[src/rtl/wb_writer.sv]
// wb_writer
// Writeback-side producer for the register file write port. ALU results are
// buffered in a small FIFO; load responses bypass it and always win the
// single write slot. Load data is byte/half extracted and extended here, and
// a per-register scoreboard tracks loads that are issued but not yet written.
//
// Ports
//   i_clk, i_reset                   clock, asynchronous active-high reset
//   i_alu_valid/_rd/_data            ALU result; accepted when o_alu_ready
//   o_alu_ready                      ALU FIFO not full
//   i_ld_valid/_rd/_data             load response (never backpressured)
//   i_ld_funct3, i_ld_addr_lo        load type and byte offset
//   i_ld_issue, i_ld_issue_rd        load issued; mark destination pending
//   o_busy                           pending-load scoreboard (bit 0 always 0)
//   o_rd_addr/_data/_wren            registered register file write
module wb_writer #(
    parameter int ALU_FIFO_DEPTH = 2,
    parameter int XLEN           = 32
) (
    input  logic            i_clk,
    input  logic            i_reset,
    input  logic            i_alu_valid,
    input  logic [4:0]      i_alu_rd,
    input  logic [XLEN-1:0] i_alu_data,
    output logic            o_alu_ready,
    input  logic            i_ld_valid,
    input  logic [4:0]      i_ld_rd,
    input  logic [XLEN-1:0] i_ld_data,
    input  logic [2:0]      i_ld_funct3,
    input  logic [1:0]      i_ld_addr_lo,
    input  logic            i_ld_issue,
    input  logic [4:0]      i_ld_issue_rd,
    output logic [31:0]     o_busy,
    output logic [4:0]      o_rd_addr,
    output logic [XLEN-1:0] o_rd_data,
    output logic            o_rd_wren
);

    localparam int PTR_W = (ALU_FIFO_DEPTH > 1) ? $clog2(ALU_FIFO_DEPTH) : 1;
    localparam int CNT_W = PTR_W + 1;
    localparam int ENT_W = 5 + XLEN;

    // ------------------------------------------------------------------
    // ALU result FIFO
    // ------------------------------------------------------------------
    logic [ENT_W-1:0] fifo_mem [ALU_FIFO_DEPTH];
    logic [PTR_W-1:0] wr_ptr_reg, rd_ptr_reg;
    logic [CNT_W-1:0] count_reg, count_next;
    logic             push, pop;
    logic [ENT_W-1:0] head;

    // Ready depends only on the occupancy so it never combinationally
    // follows the load side.
    assign o_alu_ready = (count_reg != CNT_W'(ALU_FIFO_DEPTH));
    assign push        = i_alu_valid && o_alu_ready;
    assign pop         = !i_ld_valid && (count_reg != '0);
    assign head        = fifo_mem[rd_ptr_reg];

    // Storage is not reset; only the pointers and count define validity.
    always_ff @(posedge i_clk) begin
        if (push) begin
            fifo_mem[wr_ptr_reg] <= {i_alu_rd, i_alu_data};
        end
    end

    always_comb begin
        count_next = count_reg;
        case ({push, pop})
            2'b10:   count_next = count_reg + 1'b1;
            2'b01:   count_next = count_reg - 1'b1;
            default: count_next = count_reg;
        endcase
    end

    // Depth is a power of two, so pointers wrap by natural overflow.
    always_ff @(posedge i_clk or posedge i_reset) begin
        if (i_reset) begin
            wr_ptr_reg <= '0;
            rd_ptr_reg <= '0;
            count_reg  <= '0;
        end else begin
            if (push) wr_ptr_reg <= wr_ptr_reg + 1'b1;
            if (pop)  rd_ptr_reg <= rd_ptr_reg + 1'b1;
            count_reg <= count_next;
        end
    end

    // ------------------------------------------------------------------
    // Load extraction
    // ------------------------------------------------------------------
    logic [XLEN-1:0] ld_shifted;
    logic [XLEN-1:0] ld_ext;

    assign ld_shifted = i_ld_data >> {i_ld_addr_lo, 3'b000};

    always_comb begin
        ld_ext = i_ld_data;
        case (i_ld_funct3)
            3'b000:  ld_ext = {{24{ld_shifted[7]}}, ld_shifted[7:0]};
            3'b001:  ld_ext = {{16{ld_shifted[15]}}, ld_shifted[15:0]};
            3'b100:  ld_ext = {24'd0, ld_shifted[7:0]};
            3'b101:  ld_ext = {16'd0, ld_shifted[15:0]};
            default: ld_ext = i_ld_data;
        endcase
    end

    // ------------------------------------------------------------------
    // Write-slot arbitration and output register
    // ------------------------------------------------------------------
    logic            sel_valid;
    logic [4:0]      sel_rd;
    logic [XLEN-1:0] sel_data;

    always_comb begin
        sel_valid = 1'b0;
        sel_rd    = head[ENT_W-1:XLEN];
        sel_data  = head[XLEN-1:0];
        if (i_ld_valid) begin
            sel_valid = 1'b1;
            sel_rd    = i_ld_rd;
            sel_data  = ld_ext;
        end else if (pop) begin
            sel_valid = 1'b1;
        end
    end

    // A write to x0 still consumes the entry and updates addr/data, but
    // never asserts the enable.
    always_ff @(posedge i_clk or posedge i_reset) begin
        if (i_reset) begin
            o_rd_wren <= 1'b0;
            o_rd_addr <= '0;
            o_rd_data <= '0;
        end else if (sel_valid) begin
            o_rd_wren <= (sel_rd != 5'd0);
            o_rd_addr <= sel_rd;
            o_rd_data <= sel_data;
        end else begin
            o_rd_wren <= 1'b0;
        end
    end

    // ------------------------------------------------------------------
    // Pending-load scoreboard
    // ------------------------------------------------------------------
    logic [31:0] busy_reg, busy_next;

    assign busy_next[0] = 1'b0;

    // A new issue to the same register outranks the completing response,
    // since that register now has another load outstanding.
    generate
        for (genvar gi = 1; gi < 32; gi++) begin : g_busy
            logic set_bit, clr_bit;
            assign set_bit = i_ld_issue && (i_ld_issue_rd == 5'(gi));
            assign clr_bit = i_ld_valid && (i_ld_rd == 5'(gi));
            assign busy_next[gi] = set_bit || (busy_reg[gi] && !clr_bit);
        end
    endgenerate

    always_ff @(posedge i_clk or posedge i_reset) begin
        if (i_reset) begin
            busy_reg <= '0;
        end else begin
            busy_reg <= busy_next;
        end
    end

    assign o_busy = busy_reg;

endmodule

[config.mk]
export PLATFORM = sky130hd
export DESIGN_NAME = wb_writer
export DESIGN_NICKNAME = d
export VERILOG_FILES = /design/src/rtl/wb_writer.sv
export SDC_FILE = /design/constraint.sdc
export NUM_CORES = 1
export LEC_CHECK = 0
export ABC_CLOCK_PERIOD_IN_PS = 3230
export CORE_ASPECT_RATIO = 2
export CORE_UTILIZATION = 40
export DETAILED_ROUTE_END_ITERATION = 16
export PLACE_DENSITY = 0.67
export SYNTH_ARGS = -nofsm -noshare
export SYNTH_HDL_FRONTEND = slang
export SYNTH_SLANG_ARGS = --single-unit
[constraint.sdc]
create_clock -name i_clk -period 3.23 [get_ports i_clk]
set_clock_uncertainty 0.05 [all_clocks]
set_input_delay 0.323 -clock i_clk [delete_from_list [all_inputs] [get_ports i_clk]]
set_output_delay 0.323 -clock i_clk [all_outputs]
set_load 0.03 [all_outputs]
==> results of run 1 <==
-- routing by layer --
metal	up-vias	track usage, %	share of wire, %
met1	2333	21.76	33
met3	52	5.076	4.6
met2	222	42.61	57
met4	0	13.10	5.6
li1	2193	-	-
met5	-	0	0
-- cells in the final DEF, fill, tap and decap left out, drive strengths merged, types with 3 or more instances in the layout --
cell	instances
o21ai	93
o211ai	5
nand3	6
xnor2	4
inv	10
clkinv	6
buf	11
nor2	31
a2bb2oi	5
clkdlybuf4s50	158
o221ai	11
o2bb2ai	6
a221o	3
dfrtp	73
nand2	28
edfxtp	74
nand2b	9
or2	3
mux2	4
nor3	3
a21oi	13
mux2i	43
a221oi	16
nor2b	7
clkbuf	18
-- logic make-up (layout without fill, tap and decap cells) --
logic type                 count (synthesis)  after routing
buffers and inverters                     32            207
xor gates and xnor gates                   5              5
adders and majority gates                  1              1
DFF                                      147            147
muxes                                     48             48
other                                      1              1
and+or+nand+nor                           94             94
AOI/OAI and AO/OA                        162            162
-- final timing paths --
path,from,end,slack (ns)
setup / recovery,i_ld_addr_lo[0],o_rd_data[18]$_DFFE_PP0P_,1.03
hold / removal,i_reset,o_busy[11]$_DFF_PP0_,0.28
setup reg to reg,count_reg[0]$_DFFE_PP0P_,count_reg[1]$_DFFE_PP0P_,1.14
hold reg to reg,o_rd_data[4]$_DFFE_PP0P_,o_rd_data[4]$_DFFE_PP0P_,0.44
max in group asynchronous,i_reset,o_busy[12]$_DFF_PP0_,2.08
min in group i_clk,i_alu_data[26],fifo_mem[0][26]$_DFFE_PP_,0.43
-- worst reg2reg max path, stage by stage (launching register included) --
cell	delay, ns
dfrtp_1	0.46
o21bai_2	0.76
inv_1	0.11
ha_1	0.34
nor2_1	0.14
xor2_1	0.16
-- power by group through the flow --
| stage | clock network (mW) | logic (mW) | registers (mW) |
|---|---|---|---|
| 3_3_place_gp | 0 | 2.46 | 2.88 |
| 5_1_grt | 2.04 | 2.63 | 2.91 |
| 6_report | 1.93 | 2.49 | 2.86 |
| 2_1_floorplan | 0 | 0.954 | 3.31 |
| 3_5_place_dp | 0 | 2.50 | 2.90 |
| 4_1_cts | 1.96 | 2.51 | 2.87 |
-- metrics by stage --
stage	util (%)	instance area, um2	instances	setup WS (ns)
after floorplan	-	6300	490	0.2467
after global placement	52.76	8112	831	0.7595
after detailed placement	52.76	8112	831	0.6329
after CTS	56.55	8695	863	1.007
after global routing	56.55	8695	863	0.9028
final	56.55	8695	863	1.029
-- cell type report --
type | count | area, um2 | area share, %
clock buffers | 18 | 429.2 | 4.936
clock inverters | 14 | 153.9 | 1.770
inverters | 6 | 22.52 | 0.2590
multi-input cells | 311 | 2115 | 24.32
flip-flops and latches | 147 | 4050 | 46.58
well taps | 198 | 247.7 | 2.849
repair buffers | 169 | 1677 | 19.28
==> impl_metrics.ini, run 1 <==
[routing]
drtAntennaViolNets = 0
first_pass_iters = 4
wire_per_inst_um = 20.56
drcViolationCount = 0
wl_um = 17750
routed_via_density = 5.562
num_vias = 4800
drt-initial-drc-count = 229

[clock_tree]
cts_tree = built
cts-root-buf = clkbuf_16
postCtsHoldBufs = 0
cts_made_buffers = 17
htree_levels = 4
clkLatencyLatePin_ns = 0.42
cts.sinks = 147
cts.clk_slew.worst_paths_ns = 0.06
postCtsSetupBuffers = 0
clk_path_buf_depth = 2
postCtsResizedCells = 0

[logic_synthesis]
ys_ff_latch = 147
synthTopCellsByArea = edfxtp_1, dfrtp_1, mux2i_1
synth_seq_area_share_pct = 64.27
yosys.area.top_type = edfxtp_1
syn_area_um2 = 6300
synth_top_family_by_area = compound AO/OA/AOI/OAI gates
synth-compound-area-share_pct = 17.16
synthFlopType = edfxtp_1
yosys_warnings = 0
synth_enable_flop_cells = 74
syn-num-nets = 580
syn_inst = 490
ys_types = 50
synth_top_area_share_pct = 35.27
muxShareOfSynthArea_pct = 8.163
ys_top_cells_by_count = o21ai_0, edfxtp_1, dfrtp_1
synth-xor-area-share_pct = 0.6951
synthSimpleGateAreaFrac_pct = 6.991
avgSynthCellArea_um2 = 12.86
yosysMostFrequentCell = o21ai_0
synthArstFlopShare_pct = 49.66
synth_fa_ha_area_share_pct = 0.1986

[timing]
worst_pin_slew_ns = 0.9077
rsz0062_at_grt = no
hold_viol_final = 0
relSlewSlack_pct = 39.44
drv_slew = 0
fin_crit_ns = 2.201
max_freq_ghz = 0.4544
post-route-period-util_pct = 68.13
holdWs_ns = 0.2767
fin_tns_setup_ns = 0
setup_viol = 0

[setup_path]
cp_max_fo = 19
slowest_stage = clkdlybuf4s50_1
cp_num_buf_inv = 1
cp_data_required_time_ns = 3.51
reg2regPathDepth = 5
cp_cell_sequence = clkdlybuf4s50_1 > nor2b_1 > o2bb2ai_2 > mux2i_4 > o21ai_0
slowest_delay_ns = 0.89
criticalPathCategory = in -> reg
cp.depth = 5
arrival_ns = 2.48
critical_path.top_delay_family = buffers and inverters
crit_path_start_kind = input pin
end_kind = register

[min_path]
hp-class = in -> async

[grt]
grt_overflow = 0
grtUsageTotal_pct = 22.56
grt_max_degree = 45
grt_pass1_vias = 5113
antenna_found_initial = 0
grt_pass1_wl_um = 27330

[place]
gp_congestion = 0.9523
port_buffers = 158
dp_hpwl_um = 13470

[power]
power.leakage_nw = 3.261
power_density_nw_per_um2 = 836.3
p_comb_share_pct = 34.2
p_sw_mw = 2.557
switching_share_pct = 35.17
clockPowerShare_pct = 26.5
intPower_mw = 4.714
seqPwrFrac_pct = 39.3
peakVddDrop_uv = 515.4
finalPower_mw = 7.271

[status]
outcome = complete, no violations

[layout]
drive_gt1_share_pct = 10.23
largest_reg_flops = 74
nets = 742
top_register = fifo_mem
diodes = 0
area_growth_pct = 38.01
fill_cells = 1314

[die]
die_y_um = 179.5
coreArea_um2 = 15370
fp-row-count = 64
pin_count = 160
die-area_um2 = 16290
die_width_um = 90.74
start_util_pct = 40.97

[run]
maxCapViolCount = 0
(Power assumes the default switching activity.)
==> run 2: changes to the inputs <==
Settings changed: ABC_CLOCK_PERIOD_IN_PS 3230 to 1900, PLACE_DENSITY 0.67 to 0.7.
Clock period 3.23 ns to 1.9 ns, I/O delays scaled along.
==> run 2 against run 1 <==
Sequential cell count unchanged; sequential power up 68%; combinational power increased by 78%; clock-buffer cell count grew 3; final cell count rose by 2.1%; total power increased by 72%; largest cell class unchanged.
==> impl_metrics.ini, run 2 (same netlist as run 1, synthesis figures left out) <==
[grt]
grt_pass1_vias = 5107
grt_max_degree = 74
grt_use_met1_pct = 23.04
grtUsageTotal_pct = 23.20
grt_overflow = 0
busiest_layer = met2
grt_use_met3_pct = 4.526
gr-usage-met2_pct = 42.73
antenna_found_initial = 0
grt_pass1_wl_um = 28110

[power]
finalPower_mw = 12.50
switching_share_pct = 35.05
seqPwrFrac_pct = 38.4
p_sw_mw = 4.382
power_density_nw_per_um2 = 1403
p_comb_share_pct = 35.5
peakVddDrop_uv = 889.9
intPower_mw = 8.120
clockPowerShare_pct = 26.1
power.leakage_nw = 3.375

[clock_tree]
clkLatencyLatePin_ns = 0.42
clk_path_buf_depth = 2
cts.sinks = 147
htree_levels = 4
postCtsHoldBufs = 0
cts_made_buffers = 17
cts-root-buf = clkbuf_16
cts.clk_slew.worst_paths_ns = 0.06
postCtsSetupBuffers = 0
cts_tree = built

[die]
coreArea_um2 = 15370
die_width_um = 90.74
die_y_um = 179.5
fp-row-count = 64
start_util_pct = 40.97
pin_count = 160
die-area_um2 = 16290

[min_path]
hp-class = in -> async

[timing]
post-route-period-util_pct = 94.23
max_freq_ghz = 0.5585
worst_pin_slew_ns = 0.6348
layout_setup_ws_ns = 0.1096
relSlewSlack_pct = 57.68
fin_tns_setup_ns = 0
setup_viol = 0
rsz0062_at_grt = no
hold_viol_final = 0
drv_slew = 0
fin_crit_ns = 1.790

[place]
dp_cells = 849
port_buffers = 158
gp_congestion = 0.9059
dp_hpwl_um = 13760
preCtsSetupSlack_ns = -0.09208

[layout]
drive_gt1_share_pct = 12.74
nets = 760
final_cell_mix = clkdlybuf4s50_1, o21ai_0, edfxtp_1, dfrtp_1, mux2i_1
mostFrequentLayoutCell = clkdlybuf4s50_1
area_growth_pct = 41.47
fin_cells = 881
largest_reg_flops = 74
fin_util_pct = 57.97
diodes = 0
fill_cells = 1272
top_register = fifo_mem

[routing]
drtAntennaViolNets = 0
routed_via_density = 5.603
wire_per_inst_um = 20.88
wl_um = 18400
drcViolationCount = 0
num_vias = 4936
drt-initial-drc-count = 261
first_pass_iters = 5

[setup_path]
slowest_delay_ns = 0.78
criticalPathCategory = reg -> out
cp_data_required_time_ns = 1.66
cp_max_fo = 2
critical_path.top_delay_family = buffers and inverters
cp_cell_sequence = clkdlybuf4s50_1
slowest_stage = clkdlybuf4s50_1
cp_num_buf_inv = 1
end_kind = primary output
crit_path_start_kind = register
arrival_ns = 1.55

[status]
outcome = complete, no violations

[run]
maxCapViolCount = 0
## run 2: per-stage QoR
stage                     hold slack, ns  instance area [um2]
after floorplan                   0.2389                 6315
after global placement            0.4305                 8328
after detailed placement          0.4371                 8328
after CTS                         0.1990                 8912
after global routing              0.2149                 8912
final                             0.1690                 8912
## run 2: path summary, 6_finish.rpt
| path | start | endpoint | slack [ns] | cells past startpoint |
|---|---|---|---|---|
| setup / recovery | o_rd_data[13]$_DFFE_PP0P_ | o_rd_data[13] | 0.11 | 1 |
| hold / removal | i_reset | o_busy[30]$_DFF_PP0_ | 0.17 | 3 |
| setup reg to reg | rd_ptr_reg$_DFFE_PP0P_ | o_rd_data[22]$_DFFE_PP0P_ | 0.25 | 5 |
| hold reg to reg | o_rd_data[15]$_DFFE_PP0P_ | o_rd_data[15]$_DFFE_PP0P_ | 0.45 | 2 |
| max in group asynchronous | i_reset | wr_ptr_reg$_DFFE_PP0P_ | 1.28 | 3 |
| min in group i_clk | i_alu_data[25] | fifo_mem[0][25]$_DFFE_PP_ | 0.30 | 1 |
## run 2: repair_timing
item | CTS | global route
gates resized for setup | 1 | 0
endpoints found under the hold margin | 0 | 0
endpoints found under the setup margin | 1 | 0
## run 2: final cells by class
class | count | area (um2) | share of cell area, %
sequential | 147 | 4050 | 45.44
inverter | 6 | 26.28 | 0.2948
clock buffer | 21 | 504.2 | 5.658
clock inverter | 11 | 81.33 | 0.9125
tap | 198 | 247.7 | 2.780
multi-input combinational | 311 | 2117 | 23.75
timing repair buffer | 187 | 1886 | 21.16
## run 2: routing by layer
metal  routed length (um)  share of wire [%]
met5                    0                  0
met4                 1054                5.7
met3                 1044                5.7
met2                10160                 55
met1                 6131                 33
## run 2: power by group through the flow
stage / clock network [mW] / logic (mW) / registers (mW)
after floorplan: 0 / 1.64 / 5.62
after CTS: 3.31 / 4.50 / 4.80
after global routing: 3.45 / 4.72 / 4.88
after detailed placement: 0 / 4.50 / 4.85
final: 3.26 / 4.44 / 4.80
after global placement: 0 / 4.40 / 4.82
==> run 3: changes to the inputs <==
Settings changed: CELL_PAD_IN_SITES_DETAIL_PLACEMENT set to 1, CELL_PAD_IN_SITES_GLOBAL_PLACEMENT set to 2, CORE_UTILIZATION 40 to 29, PLACE_DENSITY 0.7 to not set, PLACE_DENSITY_LB_ADDON set to 0.1.
==> run 3 against run 2 <==
Combinational power rose by 4%; critical path depth did not move; clock power grew 2%; largest power group unchanged; highest routed layer unchanged.
==> impl_metrics.ini, run 3 (same netlist as run 1, synthesis figures left out) <==
[setup_path]
crit_path_start_kind = register
end_kind = primary output
criticalPathCategory = reg -> out
critical_path.top_delay_family = buffers and inverters
cp_cell_sequence = clkdlybuf4s50_1
cp_data_required_time_ns = 1.66
slowest_stage = clkdlybuf4s50_1
slowest_delay_ns = 0.71
arrival_ns = 1.58
cp_max_fo = 2
cp_num_buf_inv = 1

[run]
maxCapViolCount = 0

[grt]
grt_max_degree = 68
grtUsageTotal_pct = 19.85
antenna_found_initial = 0
grt_pass1_vias = 5436
grt_overflow = 0
grt_pass1_wl_um = 31850

[layout]
top_register = fifo_mem
drive_gt1_share_pct = 13.81
fin_cells = 968
largest_reg_flops = 74
fin_util_pct = 42.43
mostFrequentLayoutCell = clkdlybuf4s50_1
area_growth_pct = 44.11
final_cell_mix = clkdlybuf4s50_1, o21ai_0, edfxtp_1, dfrtp_1, mux2i_1
nets = 772
diodes = 0

[die]
die_y_um = 210.4
die_width_um = 106.2
fp-row-count = 76
start_util_pct = 29.44
die-area_um2 = 22350
pin_count = 160
coreArea_um2 = 21400

[place]
dp_hpwl_um = 16460
gp_congestion = 0.8368
preCtsSetupSlack_ns = -0.09606
dp_cells = 935
port_buffers = 158

[routing]
wl_um = 21220
routed_via_density = 4.985
num_vias = 4825
first_pass_iters = 4
drtAntennaViolNets = 0
drcViolationCount = 0
drt-initial-drc-count = 113
wire_per_inst_um = 21.93

[timing]
relSlewSlack_pct = 63.14
max_freq_ghz = 0.5484
post-route-period-util_pct = 95.97
fin_crit_ns = 1.823
layout_setup_ws_ns = 0.07661
drv_slew = 0
rsz0062_at_grt = no
fin_tns_setup_ns = 0
setup_viol = 0
worst_pin_slew_ns = 0.5529
holdWs_ns = 0.2928
hold_viol_final = 0

[clock_tree]
htree_levels = 4
clkLatencyLatePin_ns = 0.42
clk_path_buf_depth = 2
cts.sinks = 147
cts-root-buf = clkbuf_16
cts_tree = built
postCtsSetupBuffers = 0
cts_made_buffers = 17
cts.clk_slew.worst_paths_ns = 0.06

[power]
peakVddDrop_uv = 765.7
power.leakage_nw = 3.429
power_density_nw_per_um2 = 1401

[min_path]
hp-class = in -> reg

[status]
outcome = complete, no violations
[run 3: cell types whose count changed in the layout (fill, tap and decap cells not counted), sizes merged, moves of 2 or more]
cell | before | now
buf | 29 | 40
bufinv | 0 | 2
clkbuf | 21 | 23
clkinv | 1 | 6
clkinvlp | 3 | 1
inv | 13 | 6
[run 3: layout make-up]
cell class,count,area (um2)
flip-flops and latches,147,4050
multi-input cells,311,2125
well taps,273,341.6
inverters,6,26.28
clock buffers,23,479.2
fillers,2300,12320
repair buffers,199,1953
clock inverters,9,103.9
[run 3: what timing repair did]
action / in CTS / in global routing
endpoints found under the hold margin: 6 / 0
gates resized for setup: 1 / 1
hold buffers: 1 / 0
setup endpoints to repair: 1 / 2
[run 3: metrics by stage]
stage,power [mW],cell area (um2)
global placement,9.421,8479
CTS,12.92,9071
detailed placement,9.542,8479
global route,13.32,9079
finish,12.72,9079
floorplan,7.257,6315
[run 3: per-layer routing]
layer  up-vias  part of all wire, %  GRT usage (%)
li1       2238                    -              -
met1      2409                   31          17.33
met2       146                   61          40.95
met3        32                  4.0          4.484
met4         0                  3.3          8.716
met5         -                    0              0
[run 3: worst paths after layout]
kind | startpoint | endpoint | slack, ns | depth (start not counted)
worst min-delay path | i_alu_data[28] | fifo_mem[0][28]$_DFFE_PP_ | 0.29 | 1
worst min register to register | o_rd_addr[0]$_DFFE_PP0P_ | o_rd_addr[0]$_DFFE_PP0P_ | 0.45 | 2
max in group asynchronous | i_reset | rd_ptr_reg$_DFFE_PP0P_ | 0.62 | 4
min in group asynchronous | i_reset | o_busy[21]$_DFF_PP0_ | 0.54 | 3
worst max register to register | count_reg[0]$_DFFE_PP0P_ | o_rd_data[27]$_DFFE_PP0P_ | 0.27 | 5
worst max-delay path | o_rd_data[13]$_DFFE_PP0P_ | o_rd_data[13] | 0.08 | 1
[run 3: power by group]
part / switching, mW / internal (mW) / leakage (nW)
Sequential: 0.462 / 4.30 / 1.57
Clock: 1.28 / 2.04 / 0.290
Combinational: 2.68 / 1.96 / 1.57
Total: 4.43 / 8.29 / 3.43
